==> src/rtl/rx_fifo_arbiter.sv <==
// rx_fifo_arbiter: round-robin burst arbiter draining an rx FIFO to two requesters
module rx_fifo_arbiter #(
  parameter int BURST = 4
) (
  input  logic       clk,
  input  logic       n_rst,
  input  logic       empty,
  input  logic [7:0] r_data,
  output logic       r_enable,
  input  logic       req0,
  input  logic       req1,
  input  logic       rdy0,
  input  logic       rdy1,
  output logic       gnt0,
  output logic       gnt1,
  output logic [7:0] data_out,
  output logic       valid0,
  output logic       valid1
);
  typedef enum logic [1:0] {IDLE, GRANT0, GRANT1} state_t;
  localparam logic [3:0] BURST_L = 4'(BURST);
  state_t state, state_nxt;
  logic last_gnt;
  logic [3:0] cnt;
  logic req_g, rdy_g;
  assign gnt0 = state == GRANT0;
  assign gnt1 = state == GRANT1;
  // only the owner's handshake matters; pop while owner wants, can take, FIFO has data, burst not spent
  always_comb begin
    req_g = gnt0 ? req0 : gnt1 ? req1 : 1'b0;
    rdy_g = gnt0 ? rdy0 : gnt1 ? rdy1 : 1'b0;
    r_enable = req_g & rdy_g & ~empty & (cnt < BURST_L);
  end
  // next owner: round-robin on ties from IDLE, release on req drop or last burst beat
  always_comb begin
    state_nxt = state;
    if (state == IDLE)
      state_nxt = (req0 & req1) ? (last_gnt ? GRANT0 : GRANT1) :
                  req0 ? GRANT0 : req1 ? GRANT1 : IDLE;
    else if (!req_g || (r_enable && cnt == BURST_L - 4'd1))
      state_nxt = IDLE;
  end
  // state, beat count, round-robin memory and registered byte delivery
  always_ff @(posedge clk or negedge n_rst) begin
    if (!n_rst) begin
      state    <= IDLE;
      cnt      <= '0;
      last_gnt <= 1'b1;
      data_out <= '0;
      valid0   <= 1'b0;
      valid1   <= 1'b0;
    end else begin
      state    <= state_nxt;
      cnt      <= (state == IDLE) ? 4'd0 : cnt + {3'd0, r_enable};
      if (state == IDLE && state_nxt != IDLE) last_gnt <= state_nxt == GRANT1;
      if (r_enable) data_out <= r_data;
      valid0   <= r_enable & gnt0;
      valid1   <= r_enable & gnt1;
    end
  end
endmodule

==> config.mk <==
export PLATFORM = sky130hd
export DESIGN_NAME = rx_fifo_arbiter
export DESIGN_NICKNAME = d
export VERILOG_FILES = /design/src/rtl/rx_fifo_arbiter.sv
export SDC_FILE = /design/constraint.sdc
export NUM_CORES = 1
export LEC_CHECK = 0
export ABC_CLOCK_PERIOD_IN_PS = 2200
export CELL_PAD_IN_SITES_DETAIL_PLACEMENT = 2
export CELL_PAD_IN_SITES_GLOBAL_PLACEMENT = 2
export CORE_UTILIZATION = 26
export DETAILED_ROUTE_END_ITERATION = 10
export GPL_ROUTABILITY_DRIVEN = 0
export PLACE_DENSITY_LB_ADDON = 0.1
export SLEW_MARGIN = 0
export SYNTH_ARGS = -nofsm -noshare
export SYNTH_HDL_FRONTEND = slang
export SYNTH_SLANG_ARGS = --single-unit
==> constraint.sdc <==
create_clock -name clk -period 2.2 [get_ports clk]
set_input_delay 0.44 -clock clk [delete_from_list [all_inputs] [get_ports clk]]
set_output_delay 0.44 -clock clk [all_outputs]
set_load 0.1 [all_outputs]
# Yosys cells after proc, flatten, opt, wreduce, memory -nomap -nowiden
# Index checks and enable logic that the tools add are counted.
# op_classes
add_sub_neg,1
magnitude_cmp,1
reduce_logical,6
mux,11
bitwise_logic,7
eq_ne,4
# ops
op,n
$mux 2,6
$and 1x1->1,6
$add 4x1->4,1
$eq 2x2->1 const B,2
$eq 4x2->1 const B,1
$lt 4x3->1 const B,1
$mux 1,4
$mux 4,1
$eq 2x1->1 const B,1
$logic_and 1x1->1,2
$logic_not 2->1,1
$reduce_bool 2->1,1
$logic_not 1->1,1
$logic_or 1x1->1,1
$not 1->1,1
# word_totals
wordCells,36
input_bits,15
register_bits,17

# Depth between registers and ports, before layout
# logic_depth
ltp_word,12
depth_mapped,7
depth_no_buf,6

# Worst setup path after synthesis
# Ideal clock, no wire load.
# synth_path
path_type,reg-to-output
start,register state[0]
end,output port gnt0
stages_incl_launch_ff,2
slack_ps,-17
n_path_buf,0
arrival_ps,1777
t_required_ps,1760
path_cell_list,dfrtp_1 > nor2b_1
# synth_via
elab_chain_len,1
# synth_rtl
element,line,rtl
"start, declared",22,"state_t state, state_nxt;"
"start signal, assigned",53,state <= state_nxt;
$eq 2x1->1,26,assign gnt0 = state == GRANT0;
"end, declared",14,"output logic gnt0,"
# No other way between the ends.

# Final worst setup path
# layout_path
start,register cnt[2]
end,output port r_enable
# layout_via
elab_chain_len,2
# layout_rtl
element,line,rtl
"start, declared",24,logic [3:0] cnt;
"start signal, assigned",54,"cnt <= (state == IDLE) ? 4'd0 : cnt + {3'd0, r_enable};"
$lt 4x3->1,32,r_enable = req_g & rdy_g & ~empty & (cnt < BURST_L);
$and 1x1->1,32,
"end, declared",9,"output logic r_enable,"
# No other way between the ends.

==> results.tsv <==
metric	value	unit
synth_area	735.7	um2
cts-root-buf	clkbuf_4	
critPathCaptureType	output port	
grt_max_degree	12	
ys_ff_latch	17	
numCtsBuffers	3	
clock_latency	290	ps
rows	18	
routedWlPerCell	14.60	um
fin_area	1181	um2
synth_nets	73	
path_cells	or3_4 -> a221oi_4 -> buf_6 -> buf_12	
whs	416.8	ps
cp.required	1760	ps
cpMaxStageDelayCell	or3_4	
synth_cell_types	20	
area_growth	60.54	%
cp_max_fo	3	
ant_nets	0	
io_pins	28	
yosysSeqAreaShare	57.99	%
clk_pin_slew_worst_paths	90	ps
drive_above_1_share	42.71	%
path_class	flip-flop to output port	
antenna_found_initial	0	
drtIter0Drc	0	
slew_violations	0	
hold_viol	0	
grt_pass1_wl	2787	um
core	2567	um2
setup_viol	0	
drv_cap	0	
rsz0062_at_grt	true	
first_pass_iters	1	
cts_tree	built	
timing.setup.tns	0	ps
grt_usage	13.75	%
start_kind	flip-flop	
nets	114	
tightestPinTransition	564.7	ps
cpPeakStageDelay	420	ps
critical_path.top_delay_family	simple AND/OR/NAND/NOR gates	
wl	1840	um
start_util	28.65	%
die_area	3046	um2
dpl.hpwl	1360	um
yosys_warnings	0	
die_w	55.20	um
hold_path_class	primary input to asynchronous set/reset pin	
period_share	95.73	%
finalClockSkew	5.203	ps
io_buffer_count	27	
avgSynthCellArea	13.14	um2
drcViolationCount	0	
synth_cells	56	
die_h	55.20	um
arrival	1670	ps
final_common_cell	buf_4	
grt_pass1_vias	607	
grt_overflow_total	0	
path_buf_inv	2	
final_cell_mix	18 x buf_4, 14 x dfrtp_1, 9 x clkdlybuf4s50_1	
period_needed	2106	ps
fill_cells	273	
vias	591	
outcome	completed	
avgViaCountPerCell	4.690	
placed_cell_area	1095	um2
relSlewSlack	62.21	%
cts_max_level	1	
fmax	474.8	MHz
clock-sinks	17	
cts_buffer_depth	2	
antenna_cells	0	
kinds of logic after synthesis:
logic type / after synthesis / share of synthesized area [%]
AND/OR/NAND/NOR: 20 / 16.50
XOR/XNOR: 2 / 2.381
AO/OA/AOI/OAI: 6 / 5.952
flip-flops: 17 / 57.99
adder cells (fa/ha/maj): 2 / 3.401
multiplexers: 8 / 12.25
buffers and inverters: 1 / 1.531
cell type report:
type	instances	area, um2	area share [%]
Tap cell	30	37.54	3.178
Sequential cell	17	429.2	36.33
Multi-Input combinational cell	38	309.0	26.17
Clock buffer	4	26.28	2.225
Timing Repair Buffer	37	379.1	32.10
registers in the layout, indices dropped and copies added (netlist names):
name	cells
state	2
cnt	4
last_gnt	1
valid0	1
data_out	8
valid1	1
cell usage after synthesis (all sizes together):
| cell type | n | area share, % |
|---|---|---|
| xnor2 | 1 | 1.2 |
| mux2 | 8 | 12 |
| dfstp | 1 | 3.6 |
| dfrtp | 16 | 54 |
| nor2b | 4 | 3.4 |
| o21ai | 2 | 1.4 |
| a221oi | 1 | 2.0 |
| nor2 | 3 | 1.5 |
| buf | 1 | 1.5 |
| nand3 | 3 | 2.0 |
| and2 | 2 | 2.0 |
| xor2 | 1 | 1.2 |
| nand2 | 2 | 1.0 |
| nand2b | 1 | 0.85 |
| a31oi | 1 | 0.85 |
| ha | 2 | 3.4 |
| nand3b | 4 | 4.1 |
| a211oi | 1 | 1.0 |
| or3 | 1 | 1.5 |
| a21oi | 1 | 0.68 |
what timing repair did:
item	CTS	global route
gates resized for setup	2	7
hold buffers	0	0
buffers inserted	2	2
pin swaps	1	3
endpoints found under the setup margin	1	1
path summary, 6_finish.rpt:
path | endpoint | start | slack (ps) | cells past startpoint
worst max-delay path | r_enable | cnt[2] | 90 | 4
worst min register to register | data_out[3] | data_out[3] | 520 | 1
max in group asynchronous | state[0] | n_rst | 1310 | 2
worst min-delay path | cnt[0] | n_rst | 420 | 1
worst max register to register | data_out[7] | cnt[2] | 310 | 6
min in group clk | last_gnt | req0 | 450 | 3
through the flow:
step / worst slack [ps] / instances / utilization, %
floorplan: -17.45 / 56 / -
global placement: -72.32 / 118 / 42.64
detailed placement: -95.55 / 118 / 42.64
CTS: 31.88 / 124 / 44.83
global route: -4.502 / 126 / 46.00
finish: 94.02 / 126 / 46.00
metal layers:
| metal | track usage (%) | vias to the layer above | wire length [um] |
|---|---|---|---|
| li1 | - | 276 | - |
| met1 | 15.99 | 300 | 782 |
| met2 | 23.09 | 13 | 952 |
| met3 | 5.738 | 2 | 96 |
| met4 | 3.750 | 0 | 10 |
| met5 | 0 | - | 0 |
Power is left out: the tool's default activity adds up to more than one toggle a clock period on the data nets, which glitch-free logic cannot reach.
